===== src/rtl/stream_arb_pkg.sv =====
// -----------------------------------------------------------------------------
// stream_arb_pkg
//   Shared types for the two-input arbitrated stream selector.
//   - arb_state_t : arbiter FSM state (IDLE, or locked to one source for a packet)
//   - src_t       : identifies a source channel; its encoding is also the
//                   value driven on y_sel (0 = A, 1 = B)
// -----------------------------------------------------------------------------
package stream_arb_pkg;

   typedef enum logic [1:0] {
      IDLE   = 2'd0,
      LOCK_A = 2'd1,
      LOCK_B = 2'd2
   } arb_state_t;

   typedef enum logic {
      SRC_A = 1'b0,
      SRC_B = 1'b1
   } src_t;

endpackage : stream_arb_pkg


===== src/rtl/stream_arb_mux_2x1_rr_arb_2.sv =====
// -----------------------------------------------------------------------------
// rr_arb_2
//   Combinational 2-way grant logic for stream_arb_mux_2x1. Holds no state:
//   the caller owns the FSM state and the round-robin pointer.
//
//   Ports:
//     req_a, req_b  in   request (valid) from channel A / B
//     rr_ptr        in   source that won the most recent packet
//     state         in   current arbiter state
//     grant_valid   out  a source is granted this cycle
//     grant         out  granted source (meaningful only with grant_valid)
// -----------------------------------------------------------------------------
module rr_arb_2
   import stream_arb_pkg::*;
(
   input  logic       req_a,
   input  logic       req_b,
   input  src_t       rr_ptr,
   input  arb_state_t state,
   output logic       grant_valid,
   output src_t       grant
);

   always_comb begin
      // NOTE: every output gets a default before the case so no path leaves it
      // unassigned; otherwise synthesis infers a latch.
      grant_valid = 1'b0;
      grant       = SRC_A;
      unique case (state)
         IDLE: begin
            if (req_a && req_b) begin
               // Tie: the side that did not win last time goes first.
               grant_valid = 1'b1;
               grant       = (rr_ptr == SRC_A) ? SRC_B : SRC_A;
            end else if (req_a) begin
               grant_valid = 1'b1;
               grant       = SRC_A;
            end else if (req_b) begin
               grant_valid = 1'b1;
               grant       = SRC_B;
            end
         end
         // Mid-packet the other source is ignored; a gap simply yields no grant.
         LOCK_A: begin
            grant_valid = req_a;
            grant       = SRC_A;
         end
         LOCK_B: begin
            grant_valid = req_b;
            grant       = SRC_B;
         end
         default: begin
            grant_valid = 1'b0;
            grant       = SRC_A;
         end
      endcase
   end

endmodule : rr_arb_2


===== src/rtl/stream_arb_mux_2x1.sv =====
// -----------------------------------------------------------------------------
// stream_arb_mux_2x1
//   Merges two valid/ready packet streams (A, B) onto one registered output
//   stream. Round-robin between packets; the select is locked from the first
//   beat of a packet until its last beat has transferred.
//
//   Ports:
//     clk, rst_n                      clock, async active-low reset
//     a_valid/a_ready/a_data/a_last   channel A input stream
//     b_valid/b_ready/b_data/b_last   channel B input stream
//     y_valid/y_ready/y_data/y_last   registered output stream
//     y_sel                           source of current output beat (0=A, 1=B)
// -----------------------------------------------------------------------------
module stream_arb_mux_2x1
   import stream_arb_pkg::*;
#(
   parameter int unsigned DATA_W = 8
) (
   input  logic              clk,
   input  logic              rst_n,

   input  logic              a_valid,
   output logic              a_ready,
   input  logic [DATA_W-1:0] a_data,
   input  logic              a_last,

   input  logic              b_valid,
   output logic              b_ready,
   input  logic [DATA_W-1:0] b_data,
   input  logic              b_last,

   output logic              y_valid,
   input  logic              y_ready,
   output logic [DATA_W-1:0] y_data,
   output logic              y_last,
   output logic              y_sel
);

   arb_state_t        state_q,   state_d;
   src_t              rr_ptr_q,  rr_ptr_d;
   logic              y_valid_q, y_valid_d;
   logic [DATA_W-1:0] y_data_q,  y_data_d;
   logic              y_last_q,  y_last_d;
   src_t              y_sel_q,   y_sel_d;

   logic              grant_valid;
   src_t              grant;
   logic              load;
   logic              xfer;
   logic              sel_last;

   rr_arb_2 u_rr_arb (
      .req_a       (a_valid),
      .req_b       (b_valid),
      .rr_ptr      (rr_ptr_q),
      .state       (state_q),
      .grant_valid (grant_valid),
      .grant       (grant)
   );

   // The output register can take a new beat when it is empty or draining.
   assign load = !y_valid_q || y_ready;

   // During reset the register reads empty, so load alone would raise a ready;
   // gating with rst_n keeps both readies low while reset is asserted.
   assign a_ready = rst_n && load && grant_valid && (grant == SRC_A);
   assign b_ready = rst_n && load && grant_valid && (grant == SRC_B);

   assign xfer     = (a_valid && a_ready) || (b_valid && b_ready);
   assign sel_last = (grant == SRC_A) ? a_last : b_last;

   always_comb begin
      state_d   = state_q;
      rr_ptr_d  = rr_ptr_q;
      y_valid_d = y_valid_q;
      y_data_d  = y_data_q;
      y_last_d  = y_last_q;
      y_sel_d   = y_sel_q;

      if (load) begin
         y_valid_d = xfer;
         if (xfer) begin
            y_data_d = (grant == SRC_A) ? a_data : b_data;
            y_last_d = sel_last;
            y_sel_d  = grant;
         end
      end

      if (xfer) begin
         if (sel_last) begin
            // Packet complete (including single-beat packets from IDLE):
            // remember the winner so the other side wins the next tie.
            state_d  = IDLE;
            rr_ptr_d = grant;
         end else if (state_q == IDLE) begin
            state_d = (grant == SRC_A) ? LOCK_A : LOCK_B;
         end
      end
   end

   // NOTE: sequential state is written with non-blocking assignments only, so
   // every flop samples the pre-edge value of its _d signal.
   always_ff @(posedge clk or negedge rst_n) begin
      if (!rst_n) begin
         state_q   <= IDLE;
         rr_ptr_q  <= SRC_B;
         y_valid_q <= 1'b0;
         y_data_q  <= '0;
         y_last_q  <= 1'b0;
         y_sel_q   <= SRC_A;
      end else begin
         state_q   <= state_d;
         rr_ptr_q  <= rr_ptr_d;
         y_valid_q <= y_valid_d;
         y_data_q  <= y_data_d;
         y_last_q  <= y_last_d;
         y_sel_q   <= y_sel_d;
      end
   end

   assign y_valid = y_valid_q;
   assign y_data  = y_data_q;
   assign y_last  = y_last_q;
   assign y_sel   = y_sel_q;

endmodule : stream_arb_mux_2x1


===== config.mk =====
export PLATFORM = sky130hd
export DESIGN_NAME = stream_arb_mux_2x1
export DESIGN_NICKNAME = d
export VERILOG_FILES = /design/src/rtl/stream_arb_pkg.sv /design/src/rtl/stream_arb_mux_2x1_rr_arb_2.sv /design/src/rtl/stream_arb_mux_2x1.sv
export SDC_FILE = /design/constraint.sdc
export NUM_CORES = 1
export LEC_CHECK = 0
export BUFFER_PORTS_ARGS = -buffer_cell sky130_fd_sc_hd__buf_2
export CELL_PAD_IN_SITES_DETAIL_PLACEMENT = 1
export CELL_PAD_IN_SITES_GLOBAL_PLACEMENT = 1
export CORE_UTILIZATION = 34
export DETAILED_ROUTE_END_ITERATION = 6
export GPL_TIMING_DRIVEN = 0
export PLACE_DENSITY_LB_ADDON = 0.1
export SETUP_SLACK_MARGIN = 0.05
export SLEW_MARGIN = 20
export SYNTH_ARGS = -nofsm -noshare
export SYNTH_HDL_FRONTEND = slang
export SYNTH_SLANG_ARGS = --single-unit

===== constraint.sdc =====
create_clock -name clk -period 2.4 [get_ports clk]
set_clock_uncertainty 0.05 [all_clocks]
set_input_delay 0.36 -clock clk [delete_from_list [all_inputs] [get_ports clk]]
set_output_delay 0.36 -clock clk [all_outputs]
set_load 0.01 [all_outputs]

==> impl_results.rst <==
.. list-table::
   :header-rows: 1

   * - Metric
     - Value
   * - FF+latch count, synth
     - 14
   * - Num CTS Buffers
     - 3
   * - Clock tree from TritonCTS
     - built
   * - Final Critical Period
     - 2.14 ns
   * - Max-slew violation total from the final report
     - 0
   * - Area of combinational cells with multiple inputs
     - 360 um^2
   * - Root cell of the clock tree
     - sky130_fd_sc_hd__clkbuf_4
   * - Top-area cell type share of the netlist area
     - 0.436
   * - Synth Warn #
     - 0
   * - Clock input transition at the sequential cells of the worst setup and hold paths
     - 0.09 ns
   * - Layout cells sized above 1
     - 0.496
   * - Largest net degree at the start of global routing
     - 17
   * - Critical Path Sink Type
     - primary output
   * - DR vias
     - 701
   * - Worst Hold Path EP
     - y_data[3]
   * - Worst Tran Pin Value
     - 0.307 ns
   * - Ranking of synthesized cells by area
     - sky130_fd_sc_hd__dfrtp_1 (44%), sky130_fd_sc_hd__a21oi_2 (13%), sky130_fd_sc_hd__nand2_1 (6.5%)
   * - Classification of the worst-slack hold path
     - in2reg
   * - Number of logic stages on the critical path including buffering
     - 6
   * - Postcts setup bufs
     - 0
   * - GRT Resource Usage Total
     - 0.178
   * - Clock Latency Late Sink
     - 0.28 ns
   * - Crit path DAT
     - 1.73 ns
   * - Drt pass-1 iters
     - 3
   * - Post-layout instance count excluding filler cells
     - 144
   * - Sequential standard cell area
     - 352 um^2
   * - DP Cell Count
     - 139
   * - Overall die area
     - 2390 um^2
   * - Highest-delay cell along the critical path
     - sky130_fd_sc_hd__dlygate4sd3_1
   * - Number of routed nets with antenna violations
     - 0
   * - Number of hold violations in the final report
     - 0
   * - Cell family with the largest share of critical-path delay
     - buffers and inverters
   * - First-pass GRT wire length
     - 3210 um
   * - Drt first-iter violations
     - 3
   * - Worst max-slew margin expressed relative to the limit
     - 0.794
   * - FF-to-FF path depth
     - 5
   * - Overall overflow remaining after global route
     - 0
   * - Sequence of cells on the critical path
     - dlygate4sd3_1, clkbuf_4, o211ai_4, buf_8, nor2_1, buf_2
   * - Post-Syn Area
     - 747 um^2
   * - Growth of design area from synthesis to finish
     - 34.5%
   * - Routed wire length
     - 1830 um
   * - Worst stage delay on the critical path
     - 0.52 ns
   * - Fin Hold WS
     - 0.250 ns
   * - Kind of critical path
     - in2out
   * - Chip height
     - 48.9 um
   * - Post-Syn Nets
     - 100
   * - Cell type contributing the most total cell area after synthesis
     - sky130_fd_sc_hd__dfrtp_1
   * - Via count of the first global-routing pass
     - 732
   * - Synth unique cells
     - 22
   * - Setup repair after global routing missed its margin
     - false
   * - R2R Path Start
     - state_q[0]
   * - Hold path depth
     - 3
   * - Kind of start point of the critical path
     - input port
   * - Average wire per cell in the routed design
     - 12.7 um
   * - Detailed placement HPWL
     - 1370 um
   * - Critical hold path startpoint
     - b_data[3]
   * - Core area
     - 2020 um^2
   * - Setup slack of the worst register-to-register path
     - 1.00 ns
   * - Leakage power figure
     - 0.485 nW
   * - Maximum level of the CTS H-tree
     - 1
   * - Maxcap violations
     - 0
   * - Average instance area after synthesis
     - 9.70 um^2
   * - Maximum resistive drop on vdd
     - 0.430 mV
   * - Power density over the cells
     - 1160 nW/um^2
   * - Die W
     - 48.9 um
   * - Initial antenna violation count
     - 0
   * - Share of the clock period used by the worst path after layout
     - 0.891
   * - Post-layout nets
     - 141
   * - Antenna diode count
     - 0
   * - Detail-routed via count per cell
     - 4.87
   * - Number of standard-cell rows in the floorplan
     - 16
   * - CTS sink cnt
     - 14
   * - Place WS
     - 0.654 ns
   * - Global placement routability congestion
     - 0.821
   * - Worst setup slack after layout
     - 0.262 ns
   * - Status
     - finished clean
   * - Count of buffers from port buffering
     - 35
   * - I/O pin total
     - 36
   * - Reg2reg end
     - state_q[1]
   * - Setup Total Neg Slack
     - 0 ns
   * - Cell count after synthesis
     - 77
   * - Maximum clock frequency
     - 468 MHz
   * - # fillers
     - 254
   * - Buffer levels on the longest clock path
     - 2
   * - DRC violations left
     - 0
   * - Sequential fraction of the synthesis area
     - 0.471
   * - Final setup violation count
     - 0
   * - CP bufs+invs
     - 4
   * - Max FO, Critical Path
     - 16
   * - Initial cell density of the core
     - 0.369
   * - Critical path required time
     - 1.99 ns
-- cell type report --
class                   count  share of cell area
plain buffers               4              0.0349
multi-input cells          59               0.359
repair buffers             36               0.187
flip-flops and latches     14               0.350
clock buffers               4              0.0361
well taps                  27              0.0336
-- through the flow --
stage,area [um^2],util,power (W)
after detailed placement,956,0.473,0.00101
after CTS,1000,0.496,0.00118
after floorplan,747,-,0.000809
after global placement,956,0.473,0.000990
final,1000,0.497,0.00116
after global routing,1000,0.497,0.00126
-- what timing repair did --
item	in CTS	in global routing
hold endpoints to repair	13	0
resized for setup	0	1
hold buffers	1	0
endpoints found under the setup margin	0	1
-- power by group --
group	total [W]	leakage (nW)	switching, W	internal [W]
combinational	0.000562	0.304	0.000317	0.000245
clock	0.000172	0.0210	0.0000800	0.0000923
sequential	0.000426	0.160	0.0000717	0.000354
total	0.00116	0.485	0.000469	0.000692
-- cells in the mapped netlist (all sizes together) --
| library cell | instances |
|---|---|
| a21oi | 20 |
| dfrtp | 13 |
| nand2 | 13 |
| nor2 | 12 |
| buf | 4 |
| nor2b | 3 |
| a21o | 2 |
| o21ai | 2 |
| dfstp | 1 |
| mux2i | 1 |
| nand2b | 1 |
| o211a | 1 |
| o211ai | 1 |
| o21a | 1 |
| o2bb2ai | 1 |
| o31ai | 1 |
-- worst max-delay path by stage --
| stage | slack, ns | from | to |
|---|---|---|---|
| after floorplan | 0.89 | rr_ptr_q | a_ready |
| final | 0.26 | rst_n | a_ready |
| after global routing | 0.15 | rst_n | a_ready |
| after detailed placement | 0.65 | rst_n | a_ready |
| after global placement | 0.65 | rst_n | a_ready |
| after CTS | 0.12 | rst_n | a_ready |
-- registers in the layout (all words and copies together) (netlist names) --
| register | count |
|---|---|
| rr_ptr_q | 1 |
| state_q | 2 |
| y_data | 8 |
| y_last | 1 |
| y_sel | 1 |
| y_valid | 1 |
-- kinds of logic after synthesis --
group / Yosys count / share of synthesized area
AO/OA/AOI/OAI: 29 / 0.296
multiplexers: 1 / 0.0134
AND/OR/NAND/NOR: 29 / 0.173
buffers and inverters: 4 / 0.0469
flip-flops: 14 / 0.471
-- layer usage --
metal / part of all wire / vias up / global-route usage
li1: - / 344 / -
met1: 0.44 / 329 / 0.215
met2: 0.49 / 24 / 0.299
met3: 0.055 / 4 / 0.0561
met4: 0.016 / 0 / 0.0588
met5: 0 / - / 0
-- worst reg2reg max path: stages, from the launching register on --
cell and delay [ns]:
sky130_fd_sc_hd__dfrtp_1 0.46, sky130_fd_sc_hd__nor2b_4 0.22, sky130_fd_sc_hd__o211ai_4 0.16, sky130_fd_sc_hd__buf_8 0.19, sky130_fd_sc_hd__o21ai_1 0.13, sky130_fd_sc_hd__o31ai_1 0.08
-- layout by cell type (no fill, tap or decap), types with 2 or more instances in the layout --
cell type / count
sky130_fd_sc_hd__a21o_1: 2
sky130_fd_sc_hd__nand2_1: 13
sky130_fd_sc_hd__buf_2: 35
sky130_fd_sc_hd__a21oi_1: 9
sky130_fd_sc_hd__buf_4: 2
sky130_fd_sc_hd__clkbuf_4: 4
sky130_fd_sc_hd__dfrtp_1: 13
sky130_fd_sc_hd__a21oi_2: 11
sky130_fd_sc_hd__nor2_1: 12
Power figures use the tool's default switching activity.
